`src/rtl/zbt_point_reader.sv`:
```
// zbt_point_reader: streams packed 36-bit point records out of ZBT SRAM as signed x/y/z over valid/ready.
module zbt_point_reader #(
  parameter int READ_LATENCY = 2,
  parameter int FIFO_DEPTH   = 4,
  parameter int COORD_W      = 10
) (
  input  logic               clk,
  input  logic               reset,
  input  logic               start,
  input  logic [18:0]        base_addr,
  input  logic [18:0]        num_points,
  output logic [18:0]        ram_addr,
  output logic               ram_we,
  input  logic [35:0]        ram_data,
  output logic [COORD_W-1:0] point_x,
  output logic [COORD_W-1:0] point_y,
  output logic [COORD_W-1:0] point_z,
  output logic               point_valid,
  input  logic               point_ready,
  output logic               busy,
  output logic               done
);
  localparam int AW = $clog2(FIFO_DEPTH);
  localparam int CW = $clog2(FIFO_DEPTH + READ_LATENCY + 1);
  localparam int PW = 3 * COORD_W;
  typedef enum logic [1:0] {IDLE, ISSUE, DRAIN} state_t;
  state_t                  state_q, state_d;
  logic [18:0]             base_q, base_d, num_q, num_d, idx_q, idx_d, addr_q, addr_d;
  logic                    done_q, done_d;
  logic [READ_LATENCY-1:0] vld_q;
  logic [PW-1:0]           fifo_q [FIFO_DEPTH];
  logic [AW-1:0]           wp_q, rp_q;
  logic [CW-1:0]           cnt_q, inflight;
  logic                    issue, push, pop;
  logic [PW-1:0]           head;
  logic [35:PW]            unused_hi;
  assign unused_hi = ram_data[35:PW];
  // credit counts both reads in the latency pipe and words parked in the FIFO, so a push always has room
  always_comb begin
    inflight = '0;
    for (int i = 0; i < READ_LATENCY; i++) inflight = inflight + CW'(vld_q[i]);
  end
  assign issue = (state_q == ISSUE) && ((inflight + cnt_q) < CW'(FIFO_DEPTH));
  assign push  = vld_q[READ_LATENCY-1];
  assign pop   = point_valid && point_ready;
  always_comb begin
    state_d = state_q;
    base_d  = base_q;
    num_d   = num_q;
    idx_d   = idx_q;
    addr_d  = addr_q;
    done_d  = 1'b0;
    case (state_q)
      IDLE: if (start) begin
        if (num_points != '0) begin
          base_d  = base_addr;
          num_d   = num_points;
          idx_d   = '0;
          state_d = ISSUE;
        end else done_d = 1'b1;
      end
      ISSUE: if (issue) begin
        addr_d  = base_q + idx_q;
        idx_d   = idx_q + 19'd1;
        state_d = (idx_q == num_q - 19'd1) ? DRAIN : ISSUE;
      end
      DRAIN: if (inflight == '0 && cnt_q == '0) begin
        done_d  = 1'b1;
        state_d = IDLE;
      end
      default: state_d = IDLE;
    endcase
  end
  always_ff @(posedge clk or posedge reset) begin
    if (reset) begin
      state_q <= IDLE;
      base_q  <= '0;
      num_q   <= '0;
      idx_q   <= '0;
      addr_q  <= '0;
      done_q  <= 1'b0;
      vld_q   <= '0;
      wp_q    <= '0;
      rp_q    <= '0;
      cnt_q   <= '0;
    end else begin
      state_q <= state_d;
      base_q  <= base_d;
      num_q   <= num_d;
      idx_q   <= idx_d;
      addr_q  <= addr_d;
      done_q  <= done_d;
      vld_q   <= (vld_q << 1) | READ_LATENCY'(issue);
      wp_q    <= push ? wp_q + 1'b1 : wp_q;
      rp_q    <= pop ? rp_q + 1'b1 : rp_q;
      cnt_q   <= cnt_q + CW'(push) - CW'(pop);
    end
  end
  always_ff @(posedge clk) begin
    if (push) fifo_q[wp_q] <= ram_data[PW-1:0];
  end
  assign head        = fifo_q[rp_q];
  assign point_valid = cnt_q != '0;
  assign point_x     = point_valid ? head[PW-1:2*COORD_W] : '0;
  assign point_y     = point_valid ? head[2*COORD_W-1:COORD_W] : '0;
  assign point_z     = point_valid ? head[COORD_W-1:0] : '0;
  assign ram_addr    = addr_q;
  assign ram_we      = 1'b0;
  assign busy        = state_q != IDLE;
  assign done        = done_q;
endmodule

```
`config.mk`:
```
export PLATFORM = sky130hd
export DESIGN_NAME = zbt_point_reader
export DESIGN_NICKNAME = d
export VERILOG_FILES = /design/src/rtl/zbt_point_reader.sv
export SDC_FILE = /design/constraint.sdc
export NUM_CORES = 1
export LEC_CHECK = 0
export ABC_AREA = 1
export BUFFER_PORTS_ARGS = -buffer_cell sky130_fd_sc_hd__buf_2
export CAP_MARGIN = 40
export CORE_ASPECT_RATIO = 0.5
export CORE_UTILIZATION = 51
export DETAILED_ROUTE_END_ITERATION = 8
export MAX_ROUTING_LAYER = met4
export PLACE_DENSITY = 0.74
export SYNTH_ARGS = -nofsm -noshare
export SYNTH_HDL_FRONTEND = slang
export SYNTH_SLANG_ARGS = --single-unit
```
`constraint.sdc`:
```
create_clock -name clk -period 2.4 [get_ports clk]
set_input_delay 0.12 -clock clk [delete_from_list [all_inputs] [get_ports clk]]
set_output_delay 0.12 -clock clk [all_outputs]
set_load 0.02 [all_outputs]
```
==> out/qor.yml <==
syn_area_sq_um: 10670
end_kind: "output pin"
setup_violations: 0
yosys-top-cells-area: "edfxtp_1, dfrtp_1, nand2_1, nor2_1, mux2_4"
cts_tree: "yes"
core_sq_um: 19950
grt_pass1_wl_mm: 41.43
max_slew.worst_pin.slew_ns: 0.7237
row_count: 36
die_w_um: 206.6
clk_pin_slew_ns: 0.07
grt.total_usage: 0.2504
cellLeakagePower_uw: 0.005748
synth-edff-count: 120
dpl_cell_area_sq_um: 11690
floorplan.initialDensity: 0.5349
post_cts_buffers: 0
netlist.top_cell.by_area: "edfxtp_1"
grt_max_degree: 51
synth.most_common_cell: "nand2_1"
antenna_found_initial: 0
status: "finished, violations left"
route.detailed.drc: 8
hold_viol: 0
cp_data_arrival_time_ns: 2.14
synth_simple_gate_area_frac: 0.2097
dr.pass1.iters: 7
num_antenna_cells: 0
syn_avg_cell_area_sq_um: 9.685
place_congestion: 0.8969
ys_types: 52
layout-drive-gt1-share: 0.2014
max_freq_mhz: 442.9
h-tree-depth: 1
ys.flop_type: "edfxtp_1"
yosysSeqAreaShare: 0.5440
area.growth.synth_to_final_pct: 21.77
setup.worst_path.start_class: "register"
num_vias: 8371
critPathMaxFanout: 26
dieArea_sq_um: 21540
clockBufferDepth: 3
tns_ns: 0
rsz0062_at_grt: "false"
synth-xor-area-share: 0.03927
syn_inst: 1102
synthAdderAreaFrac: 0.03775
drt_iter0_drc: 533
ys_async_sr_fraction: 0.4231
rr_worst_depth: 12
cts_sinks: 208
grt_pass1_vias: 8207
skew_ns: 0.01446
ios: 131
wirelength_mm: 25.87
vdd.ir_drop.worst_mv: 0.6581
ys_seq_elements: 208
die_h_um: 104.3
cts_buffers: 19
fin_crit_sh: 0.9407
yosysWarnings: 0
failed_checks: "design-rule violations"
final_cell_area_sq_um: 13000
total_power_uw: 16350
hp-class: "in -> async"
hpwl_mm: 17.65
synth.area.mux_share: 0.04361
final_nets: 1417
maxSlewViolCount: 0
whs_ns: 0.2795
maxCapViolations: 0
drt.antenna.violating_nets: 0
post-route-util: 0.6513
syn_nets: 1211
synth.top_cell.area_share: 0.3376
routed_via_density: 5.275
synth_top_family_by_area: "simple AND/OR/NAND/NOR gates"
crit_required_ns: 2.28
ys_top_cells_by_count: "nand2_1, nor2_1, edfxtp_1"
clkLatencyLatePin_ns: 0.50
routedWlPerCell_um: 16.30
max-slew-margin-rel: 0.5175
portBuffers: 123
layout_min_cycle_time_ns: 2.258
criticalPathCategory: "reg -> out"
overflow: 0
synth_compound_area_frac: 0.07995
power_density_nw_per_um2: 1258
root_buffer: "clkbuf_16"
==> area by class of cell <==
| class | count | area [sq um] |
|---|---|---|
| Clock buffer | 24 | 524.3 |
| Clock inverter | 10 | 65.06 |
| Fill cell | 1573 | 6958 |
| Inverter | 66 | 249.0 |
| Multi-Input combinational cell | 787 | 4392 |
| Sequential cell | 208 | 5809 |
| Tap cell | 266 | 332.8 |
| Timing Repair Buffer | 226 | 1624 |
==> cells in the final DEF, fill, tap and decap left out, types with 3 or more instances in the layout <==
cell,count
nor4_1,6
nand3b_1,5
nand4_1,19
nor2_1,198
buf_12,3
dlygate4sd3_1,71
buf_2,123
mux2_2,4
nor3_2,3
or2_2,7
buf_4,28
nand2_1,202
nor3_1,5
xnor2_1,14
nand3_1,39
clkbuf_16,19
edfxtp_1,120
clkinv_2,6
nor2_2,11
inv_1,60
ha_1,29
clkbuf_8,3
o21ai_0,78
o21bai_1,3
mux2_4,28
a21oi_1,59
inv_2,5
nand3_2,5
dfrtp_1,87
o21ai_1,14
xor2_1,32
clkinvlp_4,3
==> registers in the layout, summed over array words and instances (netlist names) <==
| signal | flops |
|---|---|
| vld_q | 2 |
| num_q | 19 |
| cnt_q | 3 |
| rp_q | 2 |
| done | 1 |
| wp_q | 2 |
| base_q | 19 |
| ram_addr | 19 |
| fifo_q | 120 |
| idx_q | 19 |
| state_q | 2 |
==> report_power, final <==
part	internal [uW]	total (uW)	switching (uW)
sequential	4930	5650	716
clock	1570	2900	1330
combinational	2860	7810	4950
total	9350	16400	7000
==> worst paths after layout <==
check	startpoint	end	slack, ns
max	rp_q[0]$_DFFE_PP0P_	point_y[9]	0.14
min in group clk	ram_data[21]	fifo_q[0][21]$_DFFE_PP_	0.38
max reg2reg	base_q[0]$_DFFE_PP0P_	ram_addr[16]$_DFFE_PP0P_	0.21
min	reset	base_q[15]$_DFFE_PP0P_	0.28
min reg2reg	vld_q[0]$_DFF_PP0_	vld_q[1]$_DFF_PP0_	0.41
max in group asynchronous	reset	idx_q[6]$_DFFE_PP0P_	1.41
==> cell families after synthesis <==
| family | count (synthesis) |
|---|---|
| XOR/XNOR | 47 |
| flip-flops | 208 |
| adder cells (fa/ha/maj) | 31 |
| AND/OR/NAND/NOR | 512 |
| other | 1 |
| buffers and inverters | 107 |
| multiplexers | 32 |
| AO/OA/AOI/OAI | 164 |
==> per-layer routing <==
| layer | up-vias | GRT usage | share of wire |
|---|---|---|---|
| met5 | - | - | 0 |
| met4 | 0 | 0.06040 | 0.018 |
| met3 | 37 | 0.03477 | 0.050 |
| met2 | 206 | 0.4195 | 0.49 |
| met1 | 4013 | 0.3215 | 0.44 |
| li1 | 4115 | - | - |
==> critical path, cell delays in order (launching register included) <==
cell and delay [ns]:
dfrtp_4 0.58, buf_4 0.35, nor2_1 0.10, nor2_1 0.09, o21ai_0 0.08, a21oi_1 0.23
buf_2 0.21
==> metrics by stage <==
stage,std cells,setup slack (ns)
after floorplan,1102,0.001447
after global placement,1481,0.1811
after detailed placement,1482,0.1446
after CTS,1587,0.06279
after global routing,1587,0.005683
final,1587,0.1423
==> what timing repair did <==
| action | CTS | global route |
|---|---|---|
| hold buffers | 71 | 0 |
| hold endpoints to repair | 198 | 0 |
| resized for setup | 0 | 2 |
| endpoints found under the setup margin | 0 | 8 |
Note: power is estimated with default switching activity, not from simulation.
